**src/rtl/game_status_pkg.sv**
```systemverilog
// game_status_pkg: shared card-game constants, FSM state and two-digit BCD helpers
package game_status_pkg;

    localparam int NUM_CARDS = 36;
    localparam int NUM_PAIRS = 18;
    localparam logic [NUM_CARDS-1:0] ALL_HIDDEN = 36'hF_FFFF_FFFF;

    localparam logic [6:0] SEG_BLANK = 7'h7F;
    localparam logic [6:0] SEG_ZERO  = 7'b1000000;
    localparam logic [6:0] MISS_MAX  = 7'd99;

    typedef enum logic {PLAY = 1'b0, WON = 1'b1} state_t;

    typedef struct packed {
        logic [3:0] tens;
        logic [3:0] ones;
    } bcd2_t;

    localparam bcd2_t PAIRS_BCD = {4'(NUM_PAIRS / 10), 4'(NUM_PAIRS % 10)};
    localparam bcd2_t TIME_MAX  = 8'h99;

    function automatic bcd2_t bcd_inc(bcd2_t v);
        return (v.ones == 4'd9) ? {v.tens + 4'd1, 4'd0} : {v.tens, v.ones + 4'd1};
    endfunction

endpackage

```
**src/rtl/game_status_seg7_decode.sv**
```systemverilog
// seg7_decode: BCD digit to active-low {g,f,e,d,c,b,a}, codes 10-15 blank
module seg7_decode
    import game_status_pkg::*;
(
    input  logic [3:0] bcd,
    output logic [6:0] seg
);

    always_comb begin
        case (bcd)
            4'd0:    seg = 7'b1000000;
            4'd1:    seg = 7'b1111001;
            4'd2:    seg = 7'b0100100;
            4'd3:    seg = 7'b0110000;
            4'd4:    seg = 7'b0011001;
            4'd5:    seg = 7'b0010010;
            4'd6:    seg = 7'b0000010;
            4'd7:    seg = 7'b1111000;
            4'd8:    seg = 7'b0000000;
            4'd9:    seg = 7'b0010000;
            default: seg = SEG_BLANK;
        endcase
    end

endmodule

```
**src/rtl/game_status.sv**
```systemverilog
// game_status: PLAY/WON FSM with BCD time and pair counters, miss counter and 4-digit display scan
module game_status
    import game_status_pkg::*;
#(
    parameter int CLK_HZ      = 100000000,
    parameter int REFRESH_DIV = 100000
) (
    input  logic                 clk,
    input  logic                 rst,
    input  logic                 ms,
    input  logic                 mf,
    input  logic [NUM_CARDS-1:0] hidden_bus,
    output logic [6:0]           seg,
    output logic [3:0]           an,
    output logic                 game_won,
    output logic [6:0]           miss_count
);

    localparam int TW = $clog2(CLK_HZ + 1);
    localparam int RW = $clog2(REFRESH_DIV + 1);

    state_t        state, state_n;
    logic [TW-1:0] tick_cnt;
    logic [RW-1:0] ref_cnt;
    logic          sec_tick, ref_wrap, blink, blank;
    logic [1:0]    sel, sel_n;
    bcd2_t         tm, pair, pair_n;
    logic [3:0]    digit;
    logic [6:0]    seg_d;

    assign sec_tick = tick_cnt == TW'(CLK_HZ - 1);
    assign ref_wrap = ref_cnt == RW'(REFRESH_DIV - 1);
    assign sel_n    = ref_wrap ? sel + 2'd1 : sel;
    assign pair_n   = (state == PLAY && ms && pair != PAIRS_BCD) ? bcd_inc(pair) : pair;

    always_ff @(posedge clk) begin
        if (rst)
            state <= PLAY;
        else
            state <= state_n;
    end

    // Looking at pair_n lets the win land on the edge right after the final ms pulse.
    always_comb begin
        state_n = (state == PLAY && (hidden_bus == ALL_HIDDEN || pair_n == PAIRS_BCD)) ? WON : state;
    end

    always_comb begin
        game_won = state == WON;
        blank    = game_won && blink;
        digit    = (sel_n == 2'd0) ? pair.ones :
                   (sel_n == 2'd1) ? pair.tens :
                   (sel_n == 2'd2) ? tm.ones   : tm.tens;
    end

    seg7_decode u_dec (
        .bcd (digit),
        .seg (seg_d)
    );

    // an and seg both register from sel_n so the lit digit and its segments never skew.
    always_ff @(posedge clk) begin
        if (rst) begin
            tick_cnt   <= '0;
            ref_cnt    <= '0;
            sel        <= 2'd0;
            tm         <= '0;
            pair       <= '0;
            miss_count <= '0;
            blink      <= 1'b0;
            an         <= 4'b1110;
            seg        <= SEG_ZERO;
        end else begin
            tick_cnt <= sec_tick ? '0 : tick_cnt + 1'b1;
            ref_cnt  <= ref_wrap ? '0 : ref_cnt + 1'b1;
            sel      <= sel_n;
            pair     <= pair_n;
            if (state == PLAY && sec_tick && tm != TIME_MAX)
                tm <= bcd_inc(tm);
            if (state == PLAY && mf && miss_count != MISS_MAX)
                miss_count <= miss_count + 7'd1;
            if (state == WON && sec_tick)
                blink <= ~blink;
            an  <= ~(4'b0001 << sel_n);
            seg <= blank ? SEG_BLANK : seg_d;
        end
    end

endmodule

```
**config.mk**
```make
export PLATFORM = sky130hd
export DESIGN_NAME = game_status
export DESIGN_NICKNAME = d
export VERILOG_FILES = /design/src/rtl/game_status_pkg.sv /design/src/rtl/game_status_seg7_decode.sv /design/src/rtl/game_status.sv
export SDC_FILE = /design/constraint.sdc
export NUM_CORES = 1
export LEC_CHECK = 0
export ABC_AREA = 0
export CAP_MARGIN = 20
export CORE_AREA = 2 2 99 101
export DETAILED_ROUTE_END_ITERATION = 8
export DIE_AREA = 0 0 101 103
export PLACE_DENSITY = 0.67
export SYNTH_ARGS = -nofsm -noshare
export SYNTH_HDL_FRONTEND = slang
export SYNTH_SLANG_ARGS = --single-unit
```
**constraint.sdc**
```tcl
create_clock -name clk -period 4.4 [get_ports clk]
set_clock_uncertainty 0.15 [all_clocks]
set_input_delay 0.88 -clock clk [delete_from_list [all_inputs] [get_ports clk]]
set_output_delay 0.88 -clock clk [all_outputs]
set_load 0.005 [all_outputs]
```
# --- Word level (Yosys, flattened, before mapping) ---
# Memories as Yosys holds them, arrays and structs flattened.
# Cells that the tools add are included.
# Widths: inputs -> output; s select.
word_totals:
  regBits: 82
  mem_bits_ro: 112
  in_bits: 40
  out_inout_bits: 19
  wordCells: 60
  memories: 1
op_classes:
  addsub: 8
  eq_ne: 11
  shifts: 1
  muxes: 8
  n_bitwise: 3
  n_reduce_logical: 15
memory_table:
  columns: ["memory", "depth", "word_bits", "read_ports", "rd_clocked_by_memory_dff", "wr", "line_no", "source"]
  rows:
  - ["(no name shown)", 16, 7, 1, 0, 0, "game_status_seg7_decode.sv:10", "case (bcd)"]
ops:
  columns: ["op", "count"]
  rows:
  - ["$eq 36x36->1 const B", 1]
  - ["$add 27x1->27 const B", 1]
  - ["$eq 27x27->1 const B", 1]
  - ["$add 17x1->17 const B", 1]
  - ["$eq 17x17->1 const B", 1]
  - ["$add 4x1->4 const B", 4]
  - ["$mux 4", 4]
  - ["$mux 8", 2]
  - ["$logic_and 1x1->1", 9]
  - ["$eq 4x4->1 const B", 2]
  - ["$eq 8x5->1 const B", 1]
  - ["$ne 8x5->1 const B", 1]
  - ["$ne 8x8->1 const B", 1]
  - ["$add 7x1->7 const B", 1]
  - ["$ne 7x7->1 const B", 1]
  - ["$mux 6", 1]
  - ["$reduce_or 2->1", 3]
  - ["$not 4->4", 1]
  - ["$shl 1x2->4 const A", 1]
  - ["$add 2x1->2 const B", 1]
  - ["$eq 2x1->1 const B", 1]
  - ["$eq 2x2->1 const B", 1]
  - ["$logic_not 2->1", 1]
  - ["$mux 2", 1]
  - ["3 further kinds", 4]

# --- Depth between registers and ports, before layout ---
# Gate-level depths: netlist of run 1.
# An unclocked memory read counts as a cell.
logic_depth:
  ltp_word: 8
  mapped_depth: 10

# --- Cells and area by module ---
# From an unflattened synthesis of run 1, not the netlist that was laid out.
unflattened:
  hier_cells: 490
  area_unflattened_um2: 4242.8
by_module_without_submodules:
  columns: ["mod", "n_inst", "cells_per_inst", "area_each_um2", "seq_area_each_um2"]
  rows:
  - ["game_status", 1, 457, 4032.6, 1641.6]
  - ["seg7_decode", 1, 33, 210.2, 0.0]

# --- Least setup slack after synthesis of run 1 ---
# Ideal clock, no wire load.
synth_path:
  path_type: "register to register"
  from: "register ref_cnt[0]"
  to: "register seg[6]"
  setup_time_ns: 0.146
  arrival_time_ns: 2.827
  setup_slack_ns: 1.277
  stages_incl_launch_ff: 11
  path_buffers: 0
  path_cell_list: "dfxtp_1 -> ha_1 -> nand4_2 -> nor4_2 -> mux2_2 -> a2111oi_2 -> inv_1 -> ha_1 -> or3_1 -> nor3_1 -> a41oi_1"
synth_between:
  elab_chain_cells: 7
synth_rtl:
  columns: ["element", "line_no", "source"]
  rows:
  - ["start, declared", "game_status.sv:24", "logic [RW-1:0] ref_cnt;"]
  - ["start signal, assigned", "game_status.sv:75", "ref_cnt <= ref_wrap ? '0 : ref_cnt + 1'b1;"]
  - ["$eq 17x17->1 *", "game_status.sv:32", "assign ref_wrap = ref_cnt == RW'(REFRESH_DIV - 1);"]
  - ["$mux 2 *", "game_status.sv:33", "assign sel_n = ref_wrap ? sel + 2'd1 : sel;"]
  - ["$eq 2x2->1", "game_status.sv:53", "(sel_n == 2'd2) ? tm.ones : tm.tens;"]
  - ["$mux 4", "game_status.sv:53", null]
  - ["$mux 4", "game_status.sv:52", "(sel_n == 2'd1) ? pair.tens :"]
  - ["$mux 4 *", "game_status.sv:51", "digit = (sel_n == 2'd0) ? pair.ones :"]
  - ["$mem_v2 16x7 *", null, null]
  - ["end signal, assigned", "game_status.sv:85", "seg <= blank ? SEG_BLANK : seg_d;"]
  - ["end, declared", "game_status.sv:13", "output logic [6:0] seg,"]
# Mark *: on every way between the ends. The rest lies on a longest branch, timed or not.
# A chain may end at the register's enable or synchronous reset.

# --- Final worst setup path of run 1 ---
# Ends and elaborated chain as after synthesis.

==> results of run 1 <==
==> cells in the mapped netlist, drive strengths merged (11+ instances only) <==
cell type  instances  area (sq um)
dfxtp             82          1642
mux2i             12         120.1
ha                15         187.7
inv               13         48.80
xor2              39         341.6
nand3             23         115.1
a21oi             16         80.08
and3              11         68.82
nor2              79         296.5
nand4             23         150.1
nand2             37         138.9
clkbuf            12         45.04
xnor2             16         140.1
==> how the worst min path moves through the flow <==
stage / from / end / slack [ns] / depth (start not counted)
after floorplan: tick_cnt[0] / tick_cnt[0] / 0.26 / 1
after global placement: tick_cnt[0] / tick_cnt[0] / 0.27 / 1
after detailed placement: tick_cnt[0] / tick_cnt[0] / 0.28 / 1
after CTS: tick_cnt[0] / tick_cnt[0] / 0.29 / 1
after global routing: tick_cnt[0] / tick_cnt[0] / 0.32 / 1
final: tick_cnt[0] / tick_cnt[0] / 0.29 / 1
==> layout make-up <==
class	count	area (sq um)
fill	891	4452
multi-input combinational	361	2379
sequential	82	1642
timing repair buffer	61	603.1
tap	114	142.6
clock buffer	11	141.4
clock inverter	4	51.30
inverter	13	48.80
==> critical path, stage by stage, from the launching register on <==
cell and delay (ns):
dfxtp_1 0.38, ha_1 0.25, nand4_2 0.20, nor4_2 0.25
buf_4 0.23, mux2_2 0.37, a2111oi_2 0.63, inv_1 0.14
ha_1 0.25, or3_1 0.37, nor3_1 0.15, a41oi_1 0.06
==> flip-flops by register name (all words and copies together) (netlist names) <==
| register | cells |
|---|---|
| seg | 7 |
| blink | 1 |
| tm | 8 |
| an | 4 |
| pair | 8 |
| sel | 2 |
| tick_cnt | 27 |
| game_won | 1 |
| miss_count | 7 |
| ref_cnt | 17 |
==> cells by family (layout without fill, tap and decap cells) <==
| group | Yosys count | count (layout) | synth area share |
|---|---|---|---|
| buffers and inverters | 26 | 89 | 0.02459 |
| muxes | 14 | 14 | 0.03461 |
| xor gates and xnor gates | 55 | 55 | 0.1169 |
| AOI/OAI and AO/OA | 44 | 44 | 0.08470 |
| and+or+nand+nor | 233 | 233 | 0.2954 |
| DFF | 82 | 82 | 0.3983 |
| adders and majority gates | 15 | 15 | 0.04554 |
==> through the flow <==
stage	power, mW	setup WS (ns)	hold WS, ns	util
after global routing	1.476	0.5651	0.3202	0.5294
after global placement	0.8823	0.9502	0.2724	0.5090
final	1.411	0.8404	0.2902	0.5294
after CTS	1.434	0.8208	0.2940	0.5294
after detailed placement	0.8841	0.8464	0.2824	0.5090
after floorplan	0.8264	1.277	0.2629	-
==> where the power goes <==
part / internal, mW / leakage, nW / switching, mW
registers: 0.753 / 0.663 / 0.0111
clock network: 0.276 / 0.0958 / 0.268
logic: 0.0602 / 1.08 / 0.0425
total: 1.09 / 1.84 / 0.322
==> metal layers <==
layer | share of wire | track usage
met1 | 0.48 | 0.2218
met2 | 0.46 | 0.2923
met3 | 0.040 | 0.04136
met4 | 0.019 | 0.07588
met5 | 0 | 0
==> run summary, run 1 <==
The flow ran to the end, and the final reports show no timing, DRC or antenna violations. The non-filler instance count after layout came out at 646. The run gives 0 as the max-slew violation count. The logs give 3268 for the via count of the first global-routing pass and 0 for the final hold violation count. In the final design database the tool counted 583 nets. The cell count after synthesis came out at 469.

For this run, design rule violations remaining after detail routing come to 0. The most critical setup path has its endpoint at seg[6]. The fraction of layout instances using a drive strength above 1 is 0.05639. The sum of routed wire length over all layers is 8474 um, and the violation count after the first detailed-routing iteration is 101.

Once detail routing completed, the nets flagged for antenna violations numbered 0. The distinct cell type count of the synthesized netlist was 57; the final critical-path share of the clock period was 0.8090. For the post-CTS setup-driven buffer insertion count, the log shows 0. Dividing total power by cell area gives a power density of 281.8 nW/um^2. For this design, the CTS-stage hold fixing added 0 buffers. The run gives 37 as the maximum number of pins on one net before global-route repair.

Setup repair after global routing left no endpoint under its margin. The core box area is 9459 sq um. The tools report the count of boundary I/O pins as 59. Measured along the x axis, the die boundary spans 101 um. Input and output buffers added on the ports amount to 58. The design area was 5007 sq um; the final setup TNS was 0 ns.

Counting tap cells, the placed design contains a total of 631 instances. The total of warnings raised by yosys was 0; the number of inserted diodes was 0. The worst setup path is captured at a flip-flop. The worst hold-check path type is flip-flop to flip-flop. Among all flip-flop cells after synthesis, the most frequent one is dfxtp_1.

Dividing the detail-routed via count by the number of cells gives 5.279. The initial antenna violation count is 0, and the max-capacitance violation count is 0. In the layout the commonest cells are dfxtp_1 (82), nor2_1 (79), clkdlybuf4s50_1 (58).

The required arrival time at the worst endpoint came out at 4.46 ns. The run gives 3410 as the via count. Counting along the longest clock path gives a buffer depth of 2. Post-CTS repair changed the size of 0 cells. The initial core utilization is 0.4357, and the depth of the worst register-to-register path is 11.

For this design, the sink count on the clock tree is 82. The critical register-to-register path endpoint is seg[6]. The kind of launch point of the worst setup path was a flip-flop.

First-pass GRT wire length: 14620 um. The timing-limited maximum frequency is 280.9 MHz. The area overhead of the layout relative to synthesis is 21.49%, and the routed length per placed instance is 13.12 um. The site row count is 36, and the synthesized cell area is 4121 sq um.

Most common library cell in the layout ignoring fill and taps: dfxtp_1. The critical path starts at ref_cnt[0]. Before antenna repair, the detailed router went through 4 iterations.

The placed instances occupy a cell area of 4815 sq um. The global placement routability congestion came out at 0.8449. The cell chosen for the clock root was clkbuf_8. TritonCTS built the clock tree. In this run the worst path has a maximum fanout of 11.

For the half-perimeter wire length after detailed placement, the log shows 6178 um. The CTS buffer count was 9. The global-route total usage across every layer was 0.1768. The clock insertion delay at the later pin of the skew report was 0.35 ns.

In this run the critical register-to-register path is launched from ref_cnt[0]. The share of flip-flops with an asynchronous set or reset is 0, and the average size of a mapped cell is 8.788 sq um. For the pin with the worst max-slew slack, the measured transition is 0.7969 ns.

The sequential share of the synthesized area is 0.3983, and the number of H-tree levels is 3. The number of nets in the synthesized netlist is 524. The endpoint arrival time on the critical path was 3.62 ns; the relative max-transition margin was 0.4639. The height of the chip came out at 103 um. The die area was 10400 sq um; the synthesized flop and latch total was 82. After clock tree synthesis, the clock-pin slew on the worst setup and hold paths is 0.08 ns.

The synthesized design contains 0 enable-type register cells. The run gives 0.84 ns as the setup slack of the most critical reg-to-reg path. For the worst IR drop on VDD, the log shows 161.4 uV. The setup path with the least slack is of type flip-flop to flip-flop.

The tools report the sum of overflow across all layers after global routing as 0. Setup violations remaining at the end of the flow were counted as 0. Counting I/O delays and the setup requirement, the final critical path takes 3.560 ns.

In this run the static leakage power is 1.837 nW.
Power figures use the tool's default switching activity.
==> inputs of run 2 (changes only) <==
==> constraint.sdc (replaced) <==
create_clock -name clk -period 3.5 [get_ports clk]
set_clock_uncertainty 0.15 [all_clocks]
set_input_delay 0.7 -clock clk [delete_from_list [all_inputs] [get_ports clk]]
set_output_delay 0.7 -clock clk [all_outputs]
set_load 0.005 [all_outputs]
==> run 2 against run 1 <==
Die area is the same; fmax grew 10%; highest routed layer unchanged; largest cell class unchanged; combinational power grew 28%; critical path type unchanged; critical endpoint unchanged; cell count grew 0.62%; via count is essentially flat; sequential power grew 26%.
==> run summary, run 2 (synthesis results as in run 1) <==
The tools report the number of nets in the finished design as 586 (+0.51%). The tools report the endpoint type of the worst setup path as a flip-flop. The relative contribution of the clock network to total power came out at 0.411 (+0.025). Placement-stage cell area: 4837 sq um (+0.47%). The final critical-path share of the clock period is 0.9236 (+0.1146). The sum of buffers and inverters on the critical path is 0 (-2). The sum of overflow across all layers after global routing came out at 0 (unchanged). The depth of the worst register-to-register path was 9 (-2); the half-perimeter wire length after detailed placement was 6433 um (+4.1%). Kind of launch point of the worst setup path: a flip-flop. On the critical path, the stage with the largest delay is an instance of a2111o_1.

Timing-limited maximum frequency: 309.4 MHz (+10%). Count of boundary I/O pins: 59 (unchanged). The most frequent cell on the critical path is ha_1.

The count of buffers from port buffering is 58 (unchanged). The startpoint identified for the worst register-to-register timing path is ref_cnt[0]. The flow ran to the end, and the final reports show no timing, DRC or antenna violations.

The number of cells traversed by the worst hold path works out to 1 (unchanged). Relative to the synthesized area, the layout overhead comes to 22.83%. The final period demand of the worst path was 3.232 ns (-0.3272 ns); the number of flip-flops in the largest register was 27 (unchanged).

The top fanout value on the critical path was 6 (-5). TritonCTS built the clock tree. The run gives 21 (-43%) as the maximum number of pins on one net before global-route repair. The worst hold-check path type was flip-flop to flip-flop. The run gives 0 (unchanged) as the initial antenna violation count. The tools report the post-CTS setup-driven buffer insertion count as 0 (unchanged). The logs give 0.2605 ns (-0.5858 ns) for the pre-CTS setup slack and 3314 (+1.4%) for the via count of the first global-routing pass. The tools report the number of buffers between clock root and the deepest sink as 2 (unchanged). The final hold violation count was 0 (unchanged). CTS placed an instance of clkbuf_8 at the clock tree root. The largest stage delay on the critical path is 0.54 ns (-0.09 ns), and the number of inserted diodes is 0 (unchanged). Worst-case setup margin in the final layout: 0.2675 ns (-0.5728 ns). The worst hold slack after final layout came out at 0.2950 ns (+0.004783 ns). The signal on the critical path passes through ha_1 -> nand4_2 -> nor4_2 -> mux2_2 -> a2111o_1 -> ha_1 -> or3_1 -> nor3_1 -> a41oi_1. The critical register-to-register path endpoint was seg[6].

The switching part of the total was 0.2291 (+0.0007812); the vias per cell was 5.248 (-0.59%). For the number of H-tree levels, the log shows 3 (unchanged). Remaining routing DRC violations: 0 (unchanged). The first-pass GRT wire length was 14660 um (+0.28%). Power spent charging and discharging nets: 0.4250 mW (+32%). The tools report the site row count as 36 (unchanged).

The die area is 10400 sq um (unchanged), and the endpoint arrival time on the critical path is 3.29 ns (-0.33 ns). The number of clock sinks was 82 (unchanged); the power density normalized to cell area was 366.5 nW/um^2 (+30%). The tools report the sequential power share as 0.517 (-0.024).

The run gives 0 (unchanged) as the total of cells resized after clock tree synthesis. The violation count after the first detailed-routing iteration was 100 (-0.99%); the number of setup violations in the final report was 0 (unchanged). Most common library cell in the layout ignoring fill and taps: dfxtp_1. The part of the total power dissipated in combinational logic is 0.071 (-0.002). The cell family contributing the most delay on the critical path is simple AND/OR/NAND/NOR gates. The height of the chip was 103 um (unchanged). The tools report the final setup TNS as 0 ns (unchanged). The worst IR drop on VDD came out at 213.4 uV (+32%).

In the final layout, the registers with the most flip-flops are tick_cnt x27, ref_cnt x17. The required arrival time at the worst endpoint is 3.56 ns (-0.90 ns). The routed length per placed instance works out to 13.28 um (+1.2%). The tools report the standby leakage power as 1.862 nW (+1.3%). For the clock insertion delay at the later pin of the skew report, the log shows 0.36 ns (about the same). The destination of the worst hold path is tick_cnt[0]. The tools report the cell-internal power as 1.430 mW (+31%).

The transition time at the pin with the least slew margin works out to 0.7347 ns (-0.06216 ns). More flip-flops sit in one register than any other, and that register is tick_cnt. The fraction of layout instances using a drive strength above 1 was 0.06530 (+0.008908); the relative max-transition margin was 0.5057 (+0.04182). The logs give 8631 um (+1.9%) for the sum of routed wire length over all layers and 0 (unchanged) for the max-slew violation count. The run gives 3411 (+0.029%) as the via count. The top cell types in the final layout, fill and taps aside, are dfxtp_1 (82), nor2_1 (79), clkdlybuf4s50_1 (58).

For the number of hold buffers added after cts, the log shows 0 (unchanged). The max-capacitance violation count is 0 (unchanged), and the setup slack of the most critical reg-to-reg path is 0.27 ns (-0.57 ns). The tools report the total of fill cells in the finished design as 887 (-0.45%).

The die span in x is 101 um (unchanged). Setup repair after global routing left no endpoint under its margin. The number of detailed-route iterations in the first pass is 5 (+1), and the global-route total usage across every layer is 0.1766 (about the same). The clock-pin slew of the registers on the worst-case setup and hold paths works out to 0.09 ns (about the same). In this run the most critical hold path is launched from tick_cnt[0]. The tools report the CTS buffer count as 9 (unchanged).

For the core box area, the log shows 9459 sq um (unchanged). The design area is 5062 sq um (+1.1%), and the residual antenna-violating net count after detailed routing is 0 (unchanged). The critical path in this run is classified as flip-flop to flip-flop. Global placement routability congestion: 0.8586 (+1.6%). The initial core utilization was 0.4357 (unchanged).
run 2: cell count changes in the layout (fill, tap and decap cells not counted), sizes merged:
| cell | delta |
|---|---|
| bufinv | +1 |
| buf | +3 |
| clkbuf | -2 |
| clkinvlp | +1 |
| clkinv | +1 |
run 2: power by group through the flow:
stage	registers (mW)	logic [mW]	clock network, mW
CTS	0.960	0.134	0.792
global route	0.963	0.147	0.828
global placement	0.982	0.131	0
detailed placement	0.982	0.133	0
floorplan	0.979	0.0595	0
finish	0.960	0.132	0.763
run 2: cell type report:
class	instances	area [sq um]	area share
Timing Repair Buffer	64	625.6	0.1236
Inverter	13	48.80	0.009639
Tap cell	114	142.6	0.02818
Sequential cell	82	1642	0.3243
Multi-Input combinational cell	361	2379	0.4698
Clock buffer	9	123.9	0.02447
Clock inverter	7	101.3	0.02002
run 2: per-stage QoR:
| step | cells | util | power [mW] |
|---|---|---|---|
| after floorplan | 469 | - | 1.039 |
| after global placement | 634 | 0.5114 | 1.113 |
| after detailed placement | 634 | 0.5114 | 1.115 |
| after CTS | 650 | 0.5352 | 1.886 |
| after global routing | 650 | 0.5352 | 1.938 |
| final | 650 | 0.5352 | 1.855 |
run 2: per-layer routing:
layer / GRT usage / wire, um
met5: 0 / 0
met4: 0.07173 / 148
met3: 0.04136 / 304
met2: 0.2985 / 4179
met1: 0.2183 / 3998
run 2: worst max path at each step:
stage               start     end  depth (start not counted)
6_report       ref_cnt[0]  seg[6]                          9
3_3_place_gp   ref_cnt[0]  seg[6]                          9
3_5_place_dp   ref_cnt[0]  seg[6]                          9
2_1_floorplan  ref_cnt[0]  seg[6]                         10
4_1_cts        ref_cnt[0]  seg[6]                         10
5_1_grt        ref_cnt[0]  seg[6]                         10
==> inputs of run 3 (changes only) <==
--- a/config.mk
+++ b/config.mk
@@ -7,10 +7,11 @@
 export LEC_CHECK = 0
 export ABC_AREA = 0
 export CAP_MARGIN = 20
-export CORE_AREA = 2 2 99 101
+export CORE_AREA = 2 2 82 123
 export DETAILED_ROUTE_END_ITERATION = 8
-export DIE_AREA = 0 0 101 103
-export PLACE_DENSITY = 0.67
+export DIE_AREA = 0 0 84 125
+export PLACE_DENSITY = 0.66
 export SYNTH_ARGS = -nofsm -noshare
 export SYNTH_HDL_FRONTEND = slang
 export SYNTH_SLANG_ARGS = --single-unit
+export TNS_END_PERCENT = 5
==> run 3 against run 2 <==
Worst setup slack barely moved; clock power rose by 28%; die area up 0.93%; sequential share of layout area fell by 0.61 points; fmax is essentially flat.
==> run summary, run 3 (synthesis results as in run 1) <==
Largest stage delay on the critical path: 0.45 ns (-0.09 ns). The number of buffers between clock root and the deepest sink is 2 (unchanged), and the total of cells resized after clock tree synthesis is 0 (unchanged). The number of H-tree levels was 3 (unchanged); the number of setup violations in the final report was 0 (unchanged).

Design area: 5159 sq um (+1.9%). The run gives 1.623 mW (+13%) as the cell-internal power. The layer carrying the most global-route usage is met2. The initial core utilization came out at 0.4327 (-0.002976).

First-pass GRT wire length: 15280 um (+4.2%). The critical path is of the flip-flop to flip-flop type. For the max-slew violation count, the log shows 0 (unchanged). The tools report the sum of routed wire length over all layers as 8818 um (+2.2%).

The clock insertion delay at the later pin of the skew report is 0.34 ns (-0.02 ns). More flip-flops sit in one register than any other, and that register is tick_cnt. For the final hold violation count, the log shows 0 (unchanged). The flow ran to the end, and the final reports show no timing, DRC or antenna violations. In this run the critical register-to-register path is launched from ref_cnt[0]. Vias per cell: 5.313 (+1.2%). Sum of overflow across all layers after global routing: 0 (unchanged). The power spent charging and discharging nets is 0.4468 mW (+5.1%), and the initial antenna violation count is 0 (unchanged).

The CTS buffer count is 9 (unchanged). The power density normalized to cell area was 401.3 nW/um^2 (+9.5%). Pre-CTS setup slack: 0.2920 ns (+0.03144 ns). The worst setup path is captured at a flip-flop.

Clock-pin slew of the registers on the worst-case setup and hold paths: 0.06 ns (-0.03 ns). The part of the total power dissipated in combinational logic is 0.064 (-0.007), and the final setup TNS is 0 ns (unchanged). Transition time at the pin with the least slew margin: 0.6770 ns (-0.05770 ns). The final critical-path share of the clock period came out at 0.9237 (about the same).

The logs give 0 (unchanged) for the remaining routing DRC violations and 0 (unchanged) for the post-CTS setup-driven buffer insertion count. The run gives 44 (+22%) as the site row count. For this design, the slowest cell found on the critical path is a2111oi_2.

The global placement routability congestion was 0.8574 (-0.14%). Violation count after the first detailed-routing iteration: 141 (+41%). The count of buffers from port buffering is 58 (unchanged). For the count of boundary I/O pins, the log shows 59 (unchanged). The number of nets in the finished design is 587 (+0.17%). The number of flip-flops in the largest register was 27 (unchanged); the endpoint arrival time on the critical path was 3.28 ns (about the same).

Among the stages of the critical path, the cell type that occurs most often is ha_1. The root buffer cell chosen for the clock tree is clkbuf_16. Placed instance count: 636 (+0.32%).

For the number of clock sinks, the log shows 82 (unchanged). The height of the chip is 125 um (+21%). The setup slack of the most critical reg-to-reg path is 0.27 ns (about the same), and the residual antenna-violating net count after detailed routing is 0 (unchanged). The largest registers in the layout are tick_cnt x27, ref_cnt x17. The placement-stage cell area is 4846 sq um (+0.18%), and the switching part of the total is 0.2158 (-0.01324).

For the half-perimeter wire length after detailed placement, the log shows 6774 um (+5.3%). The sequential power share is 0.465 (-0.052), and the via count is 3464 (+1.6%). The global-route total usage across every layer was 0.1785 (+0.001926); the die span in x was 84 um (-17%). For the global routing usage on met3, the log shows 0.04488 (+0.003529). Tracing the worst setup path back leads to its startpoint at ref_cnt[0]. The critical path goes through ha_1 -> nand4_2 -> nor4_2 -> mux2_2 -> a2111oi_2 -> inv_1 -> ha_1 -> or3_1 -> nor3_1 -> a41oi_1. Setup repair after global routing left no endpoint under its margin. Kind of launch point of the worst setup path: a flip-flop. The die area was 10500 sq um (+0.93%); the fraction of layout instances using a drive strength above 1 was 0.06518 (-0.0001216).

Leaving out fill and tap cells, the most frequent cell in the layout is dfxtp_1. The top fanout value on the critical path is 4 (-2). Max-capacitance violation count: 0 (unchanged). The routed length per placed instance was 13.52 um (+1.9%).

The worst IR drop on VDD came out at 275.9 uV (+29%). The tools report the relative contribution of the clock network to total power as 0.471 (+0.060). The via count of the first global-routing pass was 3395 (+2.4%).

From synthesis to final layout, the design area changed by 25.17%. For the worst-case setup margin in the final layout, the log shows 0.2671 ns (-0.0004650 ns). TritonCTS built the clock tree. In the layout the commonest cells are dfxtp_1 (82), nor2_1 (79), clkdlybuf4s50_1 (58).

The tools report the global-route track usage on met1 as 0.1957 (-0.02259). The tools report the required arrival time at the worst endpoint as 3.54 ns (-0.02 ns). The startpoint identified for the worst hold timing path is tick_cnt[0]. The standby leakage power is 1.915 nW (+2.9%), and the number of detailed-route iterations in the first pass is 4 (-1).

The logs give 26 (+24%) for the maximum number of pins on one net before global-route repair and 0 (unchanged) for the number of inserted diodes. The met2 track utilization from global routing was 0.3261 (+0.02766). The final total power was 2.070 mW (+12%); the timing-limited maximum frequency was 309.3 MHz (about the same).

The non-filler instance count after layout was 652 (+0.31%). The core box area was 9524 sq um (+0.69%). The worst hold-check path type was flip-flop to flip-flop. The relative max-transition margin came out at 0.5445 (+0.03882). The number of hold buffers added after cts was 0 (unchanged); the final period demand of the worst path was 3.233 ns (+0.0004650 ns).
run 3: cell count changes in the layout (fill, tap and decap cells not counted):
cell,previous run,this run
inv_6,1,2
bufinv_16,2,1
clkinv_4,2,1
clkinvlp_4,2,0
clkbuf_8,9,2
clkbuf_1,0,1
buf_4,6,7
clkbuf_16,0,9
run 3: path summary, 6_finish.rpt:
path / to / cells after the start
max: seg[6] / 10
min: tick_cnt[0] / 1
max reg2reg: seg[6] / 10
min reg2reg: tick_cnt[0] / 1
run 3: power groups by stage:
stage | clock, mW | sequential, mW | combinational [mW]
after CTS | 1.00 | 0.962 | 0.134
after floorplan | 0 | 0.979 | 0.0595
after global routing | 1.04 | 0.964 | 0.147
after global placement | 0 | 0.983 | 0.131
after detailed placement | 0 | 0.983 | 0.134
final | 0.975 | 0.962 | 0.133
run 3: final cells by class:
type,count,area [sq um]
tap,115,143.9
multi-input combinational,361,2379
inverter,13,48.80
fill,892,4365
clock inverter,4,56.30
timing repair buffer,65,633.1
clock buffer,12,256.5
sequential,82,1642
run 3: worst max-delay path, delay by kind of cell (launching register included):
family / cells / cell delay [ns]
adders and majority gates: 2 / 0.49
muxes: 1 / 0.40
buffers and inverters: 1 / 0.14
and+or+nand+nor: 4 / 1.05
DFF: 1 / 0.37
AOI/OAI and AO/OA: 2 / 0.51
run 3: layer usage:
metal  share of wire  vias to the layer above  wire [um]
li1                -                     1768          -
met3           0.040                       17        352
met1            0.41                     1612       3607
met4           0.020                        0        172
met5               0                        -          0
met2            0.53                       67       4686
run 3: per-stage QoR:
step / utilization / hold slack, ns
after floorplan: - / 0.2629
after CTS: 0.5416 / 0.2887
after detailed placement: 0.5088 / 0.2797
final: 0.5416 / 0.2868
after global routing: 0.5416 / 0.3380
after global placement: 0.5088 / 0.2712
